==> src/rtl/fp32_pkg.sv <==
// FP32 shared constants and pipeline payload types.
// Used by the multiplier post-processing stage and the rounder.
package fp32_pkg;

    localparam int EXP_W  = 8;
    localparam int MANT_W = 23;
    localparam int PROD_W = 48;
    localparam int SIG_W  = MANT_W + 1;

    localparam logic signed [9:0] FP32_BIAS = 10'sd127;
    localparam logic signed [9:0] EXP_MAX   = 10'sd255;
    localparam logic [31:0]       QNAN      = 32'h7FC0_0000;

    typedef struct packed {
        logic              sign;
        logic signed [9:0] exp;
        logic [SIG_W-1:0]  sig;
        logic              guard;
        logic              sticky;
        logic              zero;
        logic              inf;
        logic              nan;
    } s1_s2_t;

endpackage

==> src/rtl/fp_round_rne.sv <==
// Combinational significand rounder: nearest-even or truncate.
// A rounding carry renormalises to 1.0 and bumps the exponent.
module fp_round_rne
    import fp32_pkg::*;
#(
    parameter bit ROUND_EN = 1'b1
) (
    input  logic [SIG_W-1:0]  sig,
    input  logic              guard,
    input  logic              sticky,
    input  logic signed [9:0] exp,
    output logic [SIG_W-1:0]  sig_out,
    output logic signed [9:0] exp_out,
    output logic              inexact
);

    logic          rnd;
    logic [SIG_W:0] sum;

    // Increment on guard when above half or on an odd tie.
    always_comb begin
        rnd     = ROUND_EN ? (guard & (sticky | sig[0])) : 1'b0;
        sum     = {1'b0, sig} + {{SIG_W{1'b0}}, rnd};
        inexact = guard | sticky;
        sig_out = sum[SIG_W-1:0];
        exp_out = exp;
        if (sum[SIG_W]) begin
            sig_out = {1'b1, {MANT_W{1'b0}}};
            exp_out = exp + 10'sd1;
        end
    end

endmodule

==> src/rtl/fp_mul_round_norm.sv <==
// FP32 multiplier back end: normalise (S1), round and pack (S2).
// Two-deep valid/ready pipeline, one result per cycle.
module fp_mul_round_norm
    import fp32_pkg::*;
#(
    parameter bit ROUND_EN = 1'b1
) (
    input  logic        clk,
    input  logic        rst_n,
    input  logic        in_valid,
    output logic        in_ready,
    input  logic        in_sign,
    input  logic [8:0]  in_exp_sum,
    input  logic [47:0] in_mant,
    input  logic        in_zero,
    input  logic        in_inf,
    input  logic        in_nan,
    output logic        out_valid,
    input  logic        out_ready,
    output logic [31:0] out_result,
    output logic        out_overflow,
    output logic        out_underflow,
    output logic        out_inexact,
    output logic        out_invalid
);

    s1_s2_t            s1_d;
    s1_s2_t            s1_q;
    logic              s1_valid;
    logic              s2_valid;
    logic              s2_load;
    logic signed [9:0] exp_ext;

    logic [SIG_W-1:0]  r_sig;
    logic signed [9:0] r_exp;
    logic              r_inexact;
    logic              sig_unused;

    logic [31:0]       res;
    logic              ovf;
    logic              unf;
    logic              inx;
    logic              inv;

    assign s2_load   = !s2_valid || out_ready;
    assign in_ready  = !s1_valid || s2_load;
    assign out_valid = s2_valid;
    assign exp_ext   = $signed({1'b0, in_exp_sum});

    // Normalise the raw product to a 24-bit significand plus guard/sticky.
    always_comb begin
        s1_d      = '0;
        s1_d.sign = in_sign;
        s1_d.zero = in_zero;
        s1_d.inf  = in_inf;
        s1_d.nan  = in_nan;
        if (in_mant[PROD_W-1]) begin
            s1_d.sig    = in_mant[47:24];
            s1_d.guard  = in_mant[23];
            s1_d.sticky = |in_mant[22:0];
            s1_d.exp    = exp_ext - (FP32_BIAS - 10'sd1);
        end else begin
            s1_d.sig    = in_mant[46:23];
            s1_d.guard  = in_mant[22];
            s1_d.sticky = |in_mant[21:0];
            s1_d.exp    = exp_ext - FP32_BIAS;
        end
    end

    // S1 register: loads whenever the stage is empty or draining.
    always_ff @(posedge clk or negedge rst_n) begin
        if (!rst_n) begin
            s1_valid <= 1'b0;
            s1_q     <= '0;
        end else if (in_ready) begin
            s1_valid <= in_valid;
            if (in_valid) begin
                s1_q <= s1_d;
            end
        end
    end

    fp_round_rne #(
        .ROUND_EN (ROUND_EN)
    ) u_round (
        .sig     (s1_q.sig),
        .guard   (s1_q.guard),
        .sticky  (s1_q.sticky),
        .exp     (s1_q.exp),
        .sig_out (r_sig),
        .exp_out (r_exp),
        .inexact (r_inexact)
    );

    // Hidden bit is implicit in the packed format.
    assign sig_unused = r_sig[SIG_W-1];

    // Range check the rounded value, then let special classes override.
    always_comb begin
        res = {s1_q.sign, r_exp[EXP_W-1:0], r_sig[MANT_W-1:0]};
        ovf = 1'b0;
        unf = 1'b0;
        inx = r_inexact;
        inv = 1'b0;
        if (r_exp >= EXP_MAX) begin
            res = {s1_q.sign, {EXP_W{1'b1}}, {MANT_W{1'b0}}};
            ovf = 1'b1;
            inx = 1'b1;
        end else if (r_exp <= 10'sd0) begin
            res = {s1_q.sign, 31'd0};
            unf = 1'b1;
            inx = 1'b1;
        end
        if (s1_q.nan) begin
            res = QNAN;
            ovf = 1'b0;
            unf = 1'b0;
            inx = 1'b0;
        end else if (s1_q.inf && s1_q.zero) begin
            res = QNAN;
            ovf = 1'b0;
            unf = 1'b0;
            inx = 1'b0;
            inv = 1'b1;
        end else if (s1_q.inf) begin
            res = {s1_q.sign, {EXP_W{1'b1}}, {MANT_W{1'b0}}};
            ovf = 1'b0;
            unf = 1'b0;
            inx = 1'b0;
        end else if (s1_q.zero) begin
            res = {s1_q.sign, 31'd0};
            ovf = 1'b0;
            unf = 1'b0;
            inx = 1'b0;
        end
    end

    // S2 register: holds the packed result until downstream takes it.
    always_ff @(posedge clk or negedge rst_n) begin
        if (!rst_n) begin
            s2_valid      <= 1'b0;
            out_result    <= '0;
            out_overflow  <= 1'b0;
            out_underflow <= 1'b0;
            out_inexact   <= 1'b0;
            out_invalid   <= 1'b0;
        end else if (s2_load) begin
            s2_valid <= s1_valid;
            if (s1_valid) begin
                out_result    <= res;
                out_overflow  <= ovf;
                out_underflow <= unf;
                out_inexact   <= inx;
                out_invalid   <= inv;
            end
        end
    end

endmodule

==> config.mk <==
export PLATFORM = sky130hd
export DESIGN_NAME = fp_mul_round_norm
export DESIGN_NICKNAME = d
export VERILOG_FILES = /design/src/rtl/fp32_pkg.sv /design/src/rtl/fp_round_rne.sv /design/src/rtl/fp_mul_round_norm.sv
export SDC_FILE = /design/constraint.sdc
export NUM_CORES = 1
export LEC_CHECK = 0
export BUFFER_PORTS_ARGS = -buffer_cell sky130_fd_sc_hd__buf_4
export CORE_MARGIN = 2
export CORE_UTILIZATION = 47
export CTS_CLUSTER_SIZE = 20
export DETAILED_ROUTE_END_ITERATION = 8
export PLACE_DENSITY = 0.72
export SLEW_MARGIN = 5
export SYNTH_ARGS = -nofsm -noshare
export SYNTH_HDL_FRONTEND = slang
export SYNTH_SLANG_ARGS = --single-unit
==> constraint.sdc <==
create_clock -name clk -period 2.8 [get_ports clk]
set_input_delay 0.56 -clock clk [delete_from_list [all_inputs] [get_ports clk]]
set_output_delay 0.56 -clock clk [all_outputs]
set_load 0.02 [all_outputs]
[Word level (Yosys, flattened, before mapping)]
Index checks and enable logic that the tools add are counted.
Word-level totals
  output and inout port bits: 38
  input bits: 65
  logic and storage cells: 61
  bits in registers: 78
Operators by class
  reductions and logical operators: 9
  mux-type cells: 28
  magnitude comparators: 2
  bitwise operators: 3
  add/subtract/negate cells: 4
Operators with widths (count)
  $mux 31: 4
  $mux 32: 2
  $mux 36: 1
  $add 24x1->25: 1
  $mux 23: 1
  $reduce_or 23->1: 1
  $reduce_or 22->1: 1
  $sub 9x7->10 const B: 2
  $mux 1: 19
  $add 10x2->10 const B: 1
  $ge 10x9->1 const B: 1
  $le 10x1->1 const B: 1
  $mux 10: 1
  $reduce_and 2->1: 2
  $logic_not 1->1: 2
  $logic_or 1x1->1: 2
  $or 1x1->1: 2
  $and 1x1->1: 1
  $logic_and 1x1->1: 1

[Logic depth before layout (Yosys ltp)]
Gate-level depths: netlist of run 1.
  word-level depth: 11
  depth in mapped cells: 12
  gate-level depth less buffers: 10

[Cells and area by module]
A second synthesis of run 1 with hierarchy kept.
Second synthesis, totals
  cell total of the unflattened synthesis: 436
  area, all modules: 4219.0 µm²
By module, submodules not included
  fp_mul_round_norm: cells each 319, instances 1, area an instance 3414.5 µm²
  fp_round_rne: cells each 117, instances 1, area an instance 804.5 µm²

[Worst setup path before layout of run 1]
Ideal clock, no wire load.
  kind: register to register
  start point: register s1_q[3] in the netlist's numbering
  end point: register out_result[12]
  slack: -0.216 ns
  required time: 2.678 ns
  arrival: 2.895 ns
  stages on the path, launching flop included: 13
  path buffers: 2
  period minus slack after synthesis: 3.016 ns
  library setup time: 0.122 ns
  cell sequence: dfrtp_1 o21a_1 ha_1 ha_1 nand3_1 or4_1 buf_2 or4_1 o211ai_1 a31oi_2 and2_4 buf_6 a32o_1
Between the ends
  longest elaborated chain between the ends: 11
  elaborated cells between the ends (all ways): 13
  those cells by class: add/sub (1); order compare (2); mux (8); bitwise (2)
RTL lines
  start: declaration: line fp_mul_round_norm.sv:28  | s1_s2_t s1_q;
  start signal: assignment: line fp_mul_round_norm.sv:74  | s1_q <= '0;
  start signal: assignment: line fp_mul_round_norm.sv:78  | s1_q <= s1_d;
  $or 1x1->1 (*): line fp_round_rne.sv:22  | rnd = ROUND_EN ? (guard & (sticky | sig[0])) : 1'b0;
  $and 1x1->1 (*): line fp_round_rne.sv:22
  $add 24x1->25 (*): line fp_round_rne.sv:23  | sum = {1'b0, sig} + {{SIG_W{1'b0}}, rnd};
  $mux 10: line fp_round_rne.sv:27  | if (sum[SIG_W]) begin
  $le 10x1->1: line fp_mul_round_norm.sv:109  | end else if (r_exp <= 10'sd0) begin
  $mux 31: line fp_mul_round_norm.sv:109
  $mux 31 (*): line fp_mul_round_norm.sv:105  | if (r_exp >= EXP_MAX) begin
  $mux 31 (*): line fp_mul_round_norm.sv:130  | end else if (s1_q.zero) begin
  $mux 31 (*): line fp_mul_round_norm.sv:125  | end else if (s1_q.inf) begin
  $mux 32 (*): line fp_mul_round_norm.sv:119  | end else if (s1_q.inf && s1_q.zero) begin
  $mux 32 (*): line fp_mul_round_norm.sv:114  | if (s1_q.nan) begin
  end signal: assignment: line fp_mul_round_norm.sv:150  | out_result <= res;
  end: declaration: line fp_mul_round_norm.sv:20  | output logic [31:0] out_result,
Mark *: on every way between the ends. The rest lies on a longest branch, timed or not.
A chain may end at the register's enable or synchronous reset.

[Worst setup path in the final report of run 1]
  start point: register s1_q[5] in the netlist's numbering
  end point: register out_result[14]
Between the ends
  longest elaborated chain between the ends: 11
  elaborated cells between the ends (all ways): 13
  those cells by class: add/sub (1); order compare (2); mux (8); bitwise (2)
RTL lines (line)
  $or 1x1->1: fp_round_rne.sv:22
  $and 1x1->1: fp_round_rne.sv:22
  $add 24x1->25 (*): fp_round_rne.sv:23
  $mux 10: fp_round_rne.sv:27
  $le 10x1->1: fp_mul_round_norm.sv:109
  $mux 31: fp_mul_round_norm.sv:109
  $mux 31 (*): fp_mul_round_norm.sv:105
  $mux 31 (*): fp_mul_round_norm.sv:130
  $mux 31 (*): fp_mul_round_norm.sv:125
  $mux 32 (*): fp_mul_round_norm.sv:119
  $mux 32 (*): fp_mul_round_norm.sv:114
Marks and branches as above.

==> results of run 1 <==
[synthesized netlist by cell type (all sizes together), types with 2 or more instances]
cell type / number / area share
nand2: 61 / 0.051
and3: 4 / 0.0056
and4: 2 / 0.0039
or4: 4 / 0.0076
dfrtp: 78 / 0.44
xnor2: 21 / 0.041
a311oi: 2 / 0.0039
nand2b: 3 / 0.0042
nand3b: 2 / 0.0034
clkbuf: 24 / 0.020
o211ai: 2 / 0.0034
or2: 2 / 0.0028
o32a: 3 / 0.0068
xor2: 20 / 0.041
o22a: 6 / 0.012
o21a: 2 / 0.0034
nor2: 22 / 0.019
nor4: 14 / 0.026
nand3: 16 / 0.018
and2: 2 / 0.0034
o21ai: 39 / 0.044
ha: 5 / 0.014
o31ai: 2 / 0.0034
mux2: 4 / 0.010
nor3: 20 / 0.023
a22o: 7 / 0.014
buf: 9 / 0.013
a211oi: 5 / 0.0084
nor3b: 3 / 0.0051
mux2i: 27 / 0.061
nand4: 8 / 0.015
a31oi: 4 / 0.0070
a21oi: 6 / 0.0068
a32o: 16 / 0.036
inv: 8 / 0.0068
or3: 2 / 0.0028
[cells by family after synthesis]
group | synth area share
simple gates | 0.195
flops | 0.439
buf+inv | 0.0400
xor+xnor | 0.0824
mux | 0.0709
compound gates | 0.158
fa+ha+maj | 0.0141
[critical path: stages, from the launching register on]
cell	delay, ps
dfrtp_1	380
o21a_1	140
ha_2	190
ha_4	150
nand3_4	100
or4_4	520
or4_1	430
o211ai_1	160
a31oi_4	170
and2_4	210
a32o_1	250
[flip-flops by register name, summed over array words and instances (netlist names)]
register       count
out_inexact        1
out_invalid        1
out_overflow       1
out_result        32
out_underflow      1
out_valid          1
s1_q              40
s1_valid           1
[timing repair]
action	in CTS	in global routing
resized for setup	1	10
setup buffers	0	3
pin swaps	0	2
cloned	0	3
endpoints found under the setup margin	9	26
[metal layers]
metal  global-route usage  wire length (um)  vias to the layer above
met5                    0                 0                        -
met4               0.0728                96                        0
met3               0.0317               570                        7
met2                0.328              5120                      141
met1                0.325              5450                     1817
li1                     -                 -                     1905
[worst min-delay path by stage]
stage	cells after the start	to	slack (ps)
floorplan	0	out_inexact	260
global route	2	s1_q[38]	430
CTS	1	out_result[25]	380
global placement	2	out_invalid	460
finish	1	out_result[25]	320
detailed placement	2	out_invalid	470
[final cells by class]
type	count	area, um2
clock buffer	10	128
clock inverter	6	93.8
fill	801	3470
inverter	8	30.0
multi-input combinational	347	2450
sequential	78	1950
tap	111	139
timing repair buffer	125	938
[through the flow]
step | setup TNS, ps | instance area, um2
after floorplan | -32.6 | 4480
after global placement | 0 | 5390
after detailed placement | -67.5 | 5390
after CTS | 0 | 5610
after global routing | -1170 | 5730
final | -7.57 | 5730
[report_power, final]
part | total [W] | switching, W | internal (W)
sequential | 0.00143 | 0.000168 | 0.00126
clock | 0.000925 | 0.000417 | 0.000508
combinational | 0.000825 | 0.000446 | 0.000379
total | 0.00318 | 0.00103 | 0.00215
==> results.toml, run 1 <==
[run_status]
status = "finished, violations left"
violations = "setup timing"

[final_layout]
final_cell_mix = "buf_4, dfrtp_1, nand2_1"
antennaDiodeCount = 0
stdcell_count = 685
drive_gt1_frac = 0.294
syn_to_final_growth_pct = 28.8
nets = 639
final_common_cell = "buf_4"
post-route-util = 0.623

[routing]
drt-total-wl_um = 11200
avgViaCountPerCell = 5.65
drcViolationCount = 0
drt_iter0_markers = 273
ant_nets = 0
num_vias = 3870
wire_per_inst_um = 16.4
first_pass_iters = 4

[sta]
period_needed_ps = 2810
holdWs_ps = 321
rsz0062_at_grt = "true"
finalSetupViolCount = 1
slew_viol_final = 0
post-route-period-util = 1.00
fmax_ghz = 0.356
finClkSkew_ps = 9.75
max-slew-margin-rel = 0.361
setup_ws_ps = -7.57
worstMarginPinSlew_ps = 958
report.final.hold_viol_count = 0

[synth]
synth_enable_flop_cells = 0
synth_ff_type = "dfrtp_1"
syn-num-nets = 533
netlist_instances = 463
syn_area_um2 = 4450
ys_ff_latch = 78
syn_avg_cell_area_um2 = 9.60
yosysUniqueCellTypes = 53
ys_warn_count = 0
ys_seq_area_frac = 0.439
ys_async_sr_fraction = 1.00

[global_routing]
grt-ovfl-total = 0
antenna_found_initial = 0
grt_pass1_vias = 3665
gr-usage-all-layers = 0.218
grt_max_degree = 79
grt_pass1_wl_um = 17800

[worst_setup_path]
critPathLaunch = "s1_q[5]"
cp_max_fo = 11
critPathArrivalTime_ps = 3040
worstReg2RegStart = "s1_q[5]"
path_class = "flop to flop"
endpoint = "out_result[14]"
worstPathRequired_ps = 3030
critical_path.endpoint_type = "flop"
r2r_cells = 10
start_kind = "flop"
r2r-end = "out_result[14]"
r2r_setup_slack_ps = -8

[floorplanning]
initial_core_util = 0.484
die_h_um = 101
core-area_um2 = 9200
io_pins = 103
rows = 35
die_area_um2 = 10300
die_x_um = 101

[cts]
cts_tree = "done"
cts_buffer_depth = 2
clk_pin_slew_ps = 80
cts_made_buffers = 9
holdBufCountCts = 0
h-tree-depth = 3
clk_latency_ps = 350
cts.sink_count = 78
root_buffer = "clkbuf_8"

[pwr]
power_w = 0.00318
p_leak_nw = 2.54
powerDensity_nw_per_um2 = 556
ir_worst_vdd_uv = 276

[run]
drv_cap = 0

[placement]
dp_hpwl_um = 8450
post-place-ws_ps = -18.9
placed_cells = 663
gp_congestion = 0.926
io_buffers = 102

[hold_path]
hold_class = "primary input to async pin"
Power figures use the tool's default switching activity.
==> run 2: changes to the inputs <==
--- a/config.mk
+++ b/config.mk
@@ -5,12 +5,13 @@
 export SDC_FILE = /design/constraint.sdc
 export NUM_CORES = 1
 export LEC_CHECK = 0
+export ABC_CLOCK_PERIOD_IN_PS = 2800
 export BUFFER_PORTS_ARGS = -buffer_cell sky130_fd_sc_hd__buf_4
 export CORE_MARGIN = 2
 export CORE_UTILIZATION = 47
 export CTS_CLUSTER_SIZE = 20
 export DETAILED_ROUTE_END_ITERATION = 8
-export PLACE_DENSITY = 0.72
+export PLACE_DENSITY = 0.74
 export SLEW_MARGIN = 5
 export SYNTH_ARGS = -nofsm -noshare
 export SYNTH_HDL_FRONTEND = slang
==> run 2 against run 1 <==
  * The flow now finishes without violations
  * Sequential power barely moved
  * Die area did not move
  * Non-clock buffer count rose by 2
  * Global-route usage rose by 0.48 points
  * Final area fell by 0.42%
  * Sequential share of layout area rose by 0.14 points
  * Combinational power rose by 0.7%
  * Critical path type unchanged
  * Largest cell class unchanged
  * Largest power group unchanged
==> results.toml, run 2 (synthesis results as in run 1) <==
[routing]
ant_nets = 0
num_vias = 3898
drcViolationCount = 0
drt-total-wl_um = 11200
avgViaCountPerCell = 5.68
wire_per_inst_um = 16.4
first_pass_iters = 4
drt_iter0_markers = 229

[run_status]
status = "finished, final reports clean"

[placement]
dp_hpwl_um = 8490
placed_cells = 662
io_buffers = 102
post-place-ws_ps = -8.24
gp_congestion = 0.889

[worst_setup_path]
worstPathRequired_ps = 3040
path_class = "flop to flop"
r2r_setup_slack_ps = 0.9
start_kind = "flop"
critPathArrivalTime_ps = 3040
cp_max_fo = 6
critical_path.endpoint_type = "flop"

[final_layout]
stdcell_count = 686
post-route-util = 0.620
antennaDiodeCount = 0
fillers = 784
final_common_cell = "buf_4"
final_cell_mix = "buf_4, dfrtp_1, nand2_1"
largestRegisters = "s1_q: 40 flops, out_result: 32 flops"
drive_gt1_frac = 0.297
top_register = "s1_q"
syn_to_final_growth_pct = 28.2
largest_reg_flops = 40
nets = 641

[sta]
finalSetupViolCount = 0
worstMarginPinSlew_ps = 948
rsz0062_at_grt = "true"
period_needed_ps = 2800
slew_viol_final = 0
fmax_ghz = 0.357
max-slew-margin-rel = 0.368
post-route-period-util = 1.00
finClkSkew_ps = 9.76
report.final.hold_viol_count = 0
setup_ws_ps = 0.940

[run]
drv_cap = 0

[floorplanning]
core-area_um2 = 9200
initial_core_util = 0.484
io_pins = 103
rows = 35
die_area_um2 = 10300
die_h_um = 101
die_x_um = 101

[pwr]
powerDensity_nw_per_um2 = 529
p_seq_frac = 0.476
p_leak_nw = 2.55
p_sw_frac = 0.340
internal-power_w = 0.00199
switchingPower_w = 0.00103
ir_worst_vdd_uv = 289
pwr-share-comb = 0.275
p_clk_frac = 0.249

[hold_path]
hold_class = "primary input to async pin"

[cts]
h-tree-depth = 3
clk_latency_ps = 350
clk_pin_slew_ps = 80
cts_made_buffers = 9
cts_tree = "done"
cts_buffer_depth = 2
root_buffer = "clkbuf_8"
cts.sink_count = 78

[global_routing]
grt_max_degree = 79
grt_pass1_wl_um = 18100
grt_pass1_vias = 3745
grt-ovfl-total = 0
gr-usage-all-layers = 0.223
antenna_found_initial = 0
## run 2: cell count changes in the layout (fill, tap and decap cells not counted), moves of 2 or more
cell,change
buf_4,+2
bufinv_16,-2
clkinv_2,+2
clkinv_4,-2
## run 2: routing by layer
metal / GRT usage / up-vias / routed length (um)
met3: 0.0393 / 12 / 600
met2: 0.348 / 133 / 5150
met5: 0 / - / 0
met4: 0.0644 / 0 / 163
li1: - / 1912 / -
met1: 0.321 / 1841 / 5330
## run 2: repair_timing
item                                    4_1_cts  5_1_grt
buffers inserted                              0        6
endpoints found under the setup margin       14       27
hold buffers                                  0        0
gates cloned                                  0        3
pin swaps                                     1       11
hold endpoints to repair                      0        0
resized for setup                             1       13
## run 2: path summary, 6_finish.rpt
kind                                  end  depth (start not counted)          start
min in group clk                 s1_q[38]                          2  in_exp_sum[8]
hold reg to reg               out_invalid                          2    out_invalid
hold / removal                   s1_q[38]                          1          rst_n
max in group asynchronous  out_result[18]                          1          rst_n
setup reg to reg           out_result[14]                         10        s1_q[3]
setup / recovery           out_result[14]                         10        s1_q[3]
## run 2: stage by stage
stage / hold slack (ps) / TNS (ps) / instance area, um2 / power, W
2_1_floorplan: 264 / -32.6 / 4480 / 0.00190
3_3_place_gp: 461 / 0 / 5380 / 0.00222
3_5_place_dp: 485 / -16.9 / 5380 / 0.00224
4_1_cts: 391 / 0 / 5560 / 0.00299
5_1_grt: 404 / -1690 / 5700 / 0.00319
6_report: 353 / 0 / 5700 / 0.00302
## run 2: power by group through the flow
| stage | Sequential (W) | Combinational, W | Clock, W |
|---|---|---|---|
| 6_report | 0.00144 | 0.000831 | 0.000752 |
| 5_1_grt | 0.00146 | 0.000910 | 0.000825 |
| 4_1_cts | 0.00143 | 0.000790 | 0.000764 |
| 3_5_place_dp | 0.00146 | 0.000784 | 0 |
| 3_3_place_gp | 0.00145 | 0.000771 | 0 |
| 2_1_floorplan | 0.00146 | 0.000440 | 0 |
## run 2: worst max-delay path, cell delays in order (launching register included)
cell,delay [ps]
dfrtp_1,370
o21a_1,180
ha_4,150
ha_4,150
nand3_4,100
or4_4,580
or4_1,420
o211ai_1,150
a31oi_4,160
and2_4,200
a32o_1,230
## run 2: layout make-up
| cell class | instances | area [um2] | share of cell area |
|---|---|---|---|
| Clock buffer | 10 | 138 | 0.0241 |
| Clock inverter | 5 | 33.8 | 0.00592 |
| Inverter | 8 | 30.0 | 0.00527 |
| Multi-Input combinational cell | 347 | 2460 | 0.431 |
| Sequential cell | 78 | 1950 | 0.342 |
| Tap cell | 111 | 139 | 0.0244 |
| Timing Repair Buffer | 127 | 953 | 0.167 |
==> run 3: changes to the inputs <==
--- a/config.mk
+++ b/config.mk
@@ -7,11 +7,13 @@
 export LEC_CHECK = 0
 export ABC_CLOCK_PERIOD_IN_PS = 2800
 export BUFFER_PORTS_ARGS = -buffer_cell sky130_fd_sc_hd__buf_4
+export CELL_PAD_IN_SITES_DETAIL_PLACEMENT = 0
+export CELL_PAD_IN_SITES_GLOBAL_PLACEMENT = 1
 export CORE_MARGIN = 2
-export CORE_UTILIZATION = 47
+export CORE_UTILIZATION = 37
 export CTS_CLUSTER_SIZE = 20
 export DETAILED_ROUTE_END_ITERATION = 8
-export PLACE_DENSITY = 0.74
+export PLACE_DENSITY_LB_ADDON = 0.1
 export SLEW_MARGIN = 5
 export SYNTH_ARGS = -nofsm -noshare
 export SYNTH_HDL_FRONTEND = slang
==> run 3 against run 2 <==
  * Clock skew fell by 5.9 ps
  * Sequential power barely moved
  * Largest power group unchanged
  * Sequential share of layout area fell by 1.4 points
  * Count of clock-buffer cells in the layout did not move
  * First-iteration DRC count fell by 21%
  * Hold slack got worse by 140 ps
==> results.toml, run 3 (synthesis results as in run 1) <==
[worst_setup_path]
path_class = "flop to flop"
critPathArrivalTime_ps = 2990
start_kind = "flop"
cp_max_fo = 11
worstPathRequired_ps = 3030
critical_path.endpoint_type = "flop"
r2r_cells = 10

[routing]
drt_iter0_markers = 182
drt-total-wl_um = 12000
ant_nets = 0
first_pass_iters = 4
avgViaCountPerCell = 5.28
wire_per_inst_um = 16.4
num_vias = 3861
drcViolationCount = 0

[sta]
setup_ws_ps = 37.1
max-slew-margin-rel = 0.594
finClkSkew_ps = 3.85
rsz0062_at_grt = "true"
worstMarginPinSlew_ps = 606
slew_viol_final = 0
period_needed_ps = 2760
report.final.hold_viol_count = 0
finalSetupViolCount = 0
post-route-period-util = 0.987
fmax_ghz = 0.362

[floorplanning]
rows = 40
die_area_um2 = 12900
die_h_um = 114
initial_core_util = 0.375
io_pins = 103
die_x_um = 114
core-area_um2 = 11900

[global_routing]
grt_max_degree = 79
grt-ovfl-total = 0
antenna_found_initial = 0
grt_pass1_wl_um = 18700
gr-usage-all-layers = 0.184
grt_pass1_vias = 3747

[placement]
gp_congestion = 0.893
io_buffers = 102
post-place-ws_ps = 19.6
dp_hpwl_um = 8980

[final_layout]
post-route-util = 0.501
antennaDiodeCount = 0
top_register = "s1_q"
final_cell_mix = "buf_4, dfrtp_1, nand2_1"
final_common_cell = "buf_4"
drive_gt1_frac = 0.307
largestRegisters = "s1_q: 40 flops, out_result: 32 flops"
syn_to_final_growth_pct = 33.7
largest_reg_flops = 40
nets = 649
fillers = 1122

[pwr]
p_leak_nw = 2.63
ir_worst_vdd_uv = 258
powerDensity_nw_per_um2 = 601

[cts]
h-tree-depth = 3
cts_made_buffers = 9
cts_tree = "done"
holdBufCountCts = 0
cts_buffer_depth = 2
cts.sink_count = 78
clk_pin_slew_ps = 60
root_buffer = "clkbuf_16"
clk_latency_ps = 340

[run_status]
status = "finished, final reports clean"

[run]
drv_cap = 0

[hold_path]
hold_class = "primary input to async pin"
-- run 3: critical path: stages, from the launching register on --
cell     delay [ps]
dfrtp_1         370
o21a_1          170
ha_4            150
ha_4            150
nand3_4         100
or4_4           500
nor3_2          280
mux2i_2         310
a31oi_4         150
and2_4          230
a32o_1          230
-- run 3: layout make-up --
type / instances / area [um2] / share of cell area
multi-input combinational: 347 / 2420 / 0.407
clock buffer: 10 / 239 / 0.0402
timing repair buffer: 135 / 1030 / 0.173
tap: 147 / 184 / 0.0309
clock inverter: 6 / 93.8 / 0.0158
sequential: 78 / 1950 / 0.328
inverter: 8 / 30.0 / 0.00505
-- run 3: where the power goes --
group	internal, W	switching (W)	leakage (nW)
Combinational	0.000403	0.000459	1.50
Sequential	0.00127	0.000159	0.970
Clock	0.000811	0.000476	0.159
-- run 3: timing repair --
| item | 4_1_cts | 5_1_grt |
|---|---|---|
| buffers inserted | 0 | 4 |
| gates resized for setup | 0 | 9 |
| setup endpoints to repair | 0 | 27 |
-- run 3: path summary, 6_finish.rpt --
kind / from / endpoint / slack, ps
setup / recovery: s1_q[5] / out_result[18] / 40
hold / removal: rst_n / out_result[29] / 210
setup reg to reg: s1_q[5] / out_result[18] / 40
hold reg to reg: out_invalid / out_invalid / 490
max in group asynchronous: rst_n / s1_q[34] / 2220
min in group clk: in_exp_sum[8] / s1_q[38] / 420
-- run 3: metal layers --
metal	wire length [um]	GRT usage
met5	0	0
met3	566	0.0260
met2	4980	0.263
met1	6160	0.277
met4	258	0.0813
-- run 3: stage by stage --
step                      area, um2  total power [W]  setup TNS [ps]  std cells  hold slack (ps)
after global routing           5950          0.00375           -1320        731              252
final                          5950          0.00357               0        731              208
after global placement         5510          0.00227               0        708              466
after detailed placement       5510          0.00228               0        708              483
after floorplan                4480          0.00190           -32.6        463              264
after CTS                      5850          0.00357               0        724              254
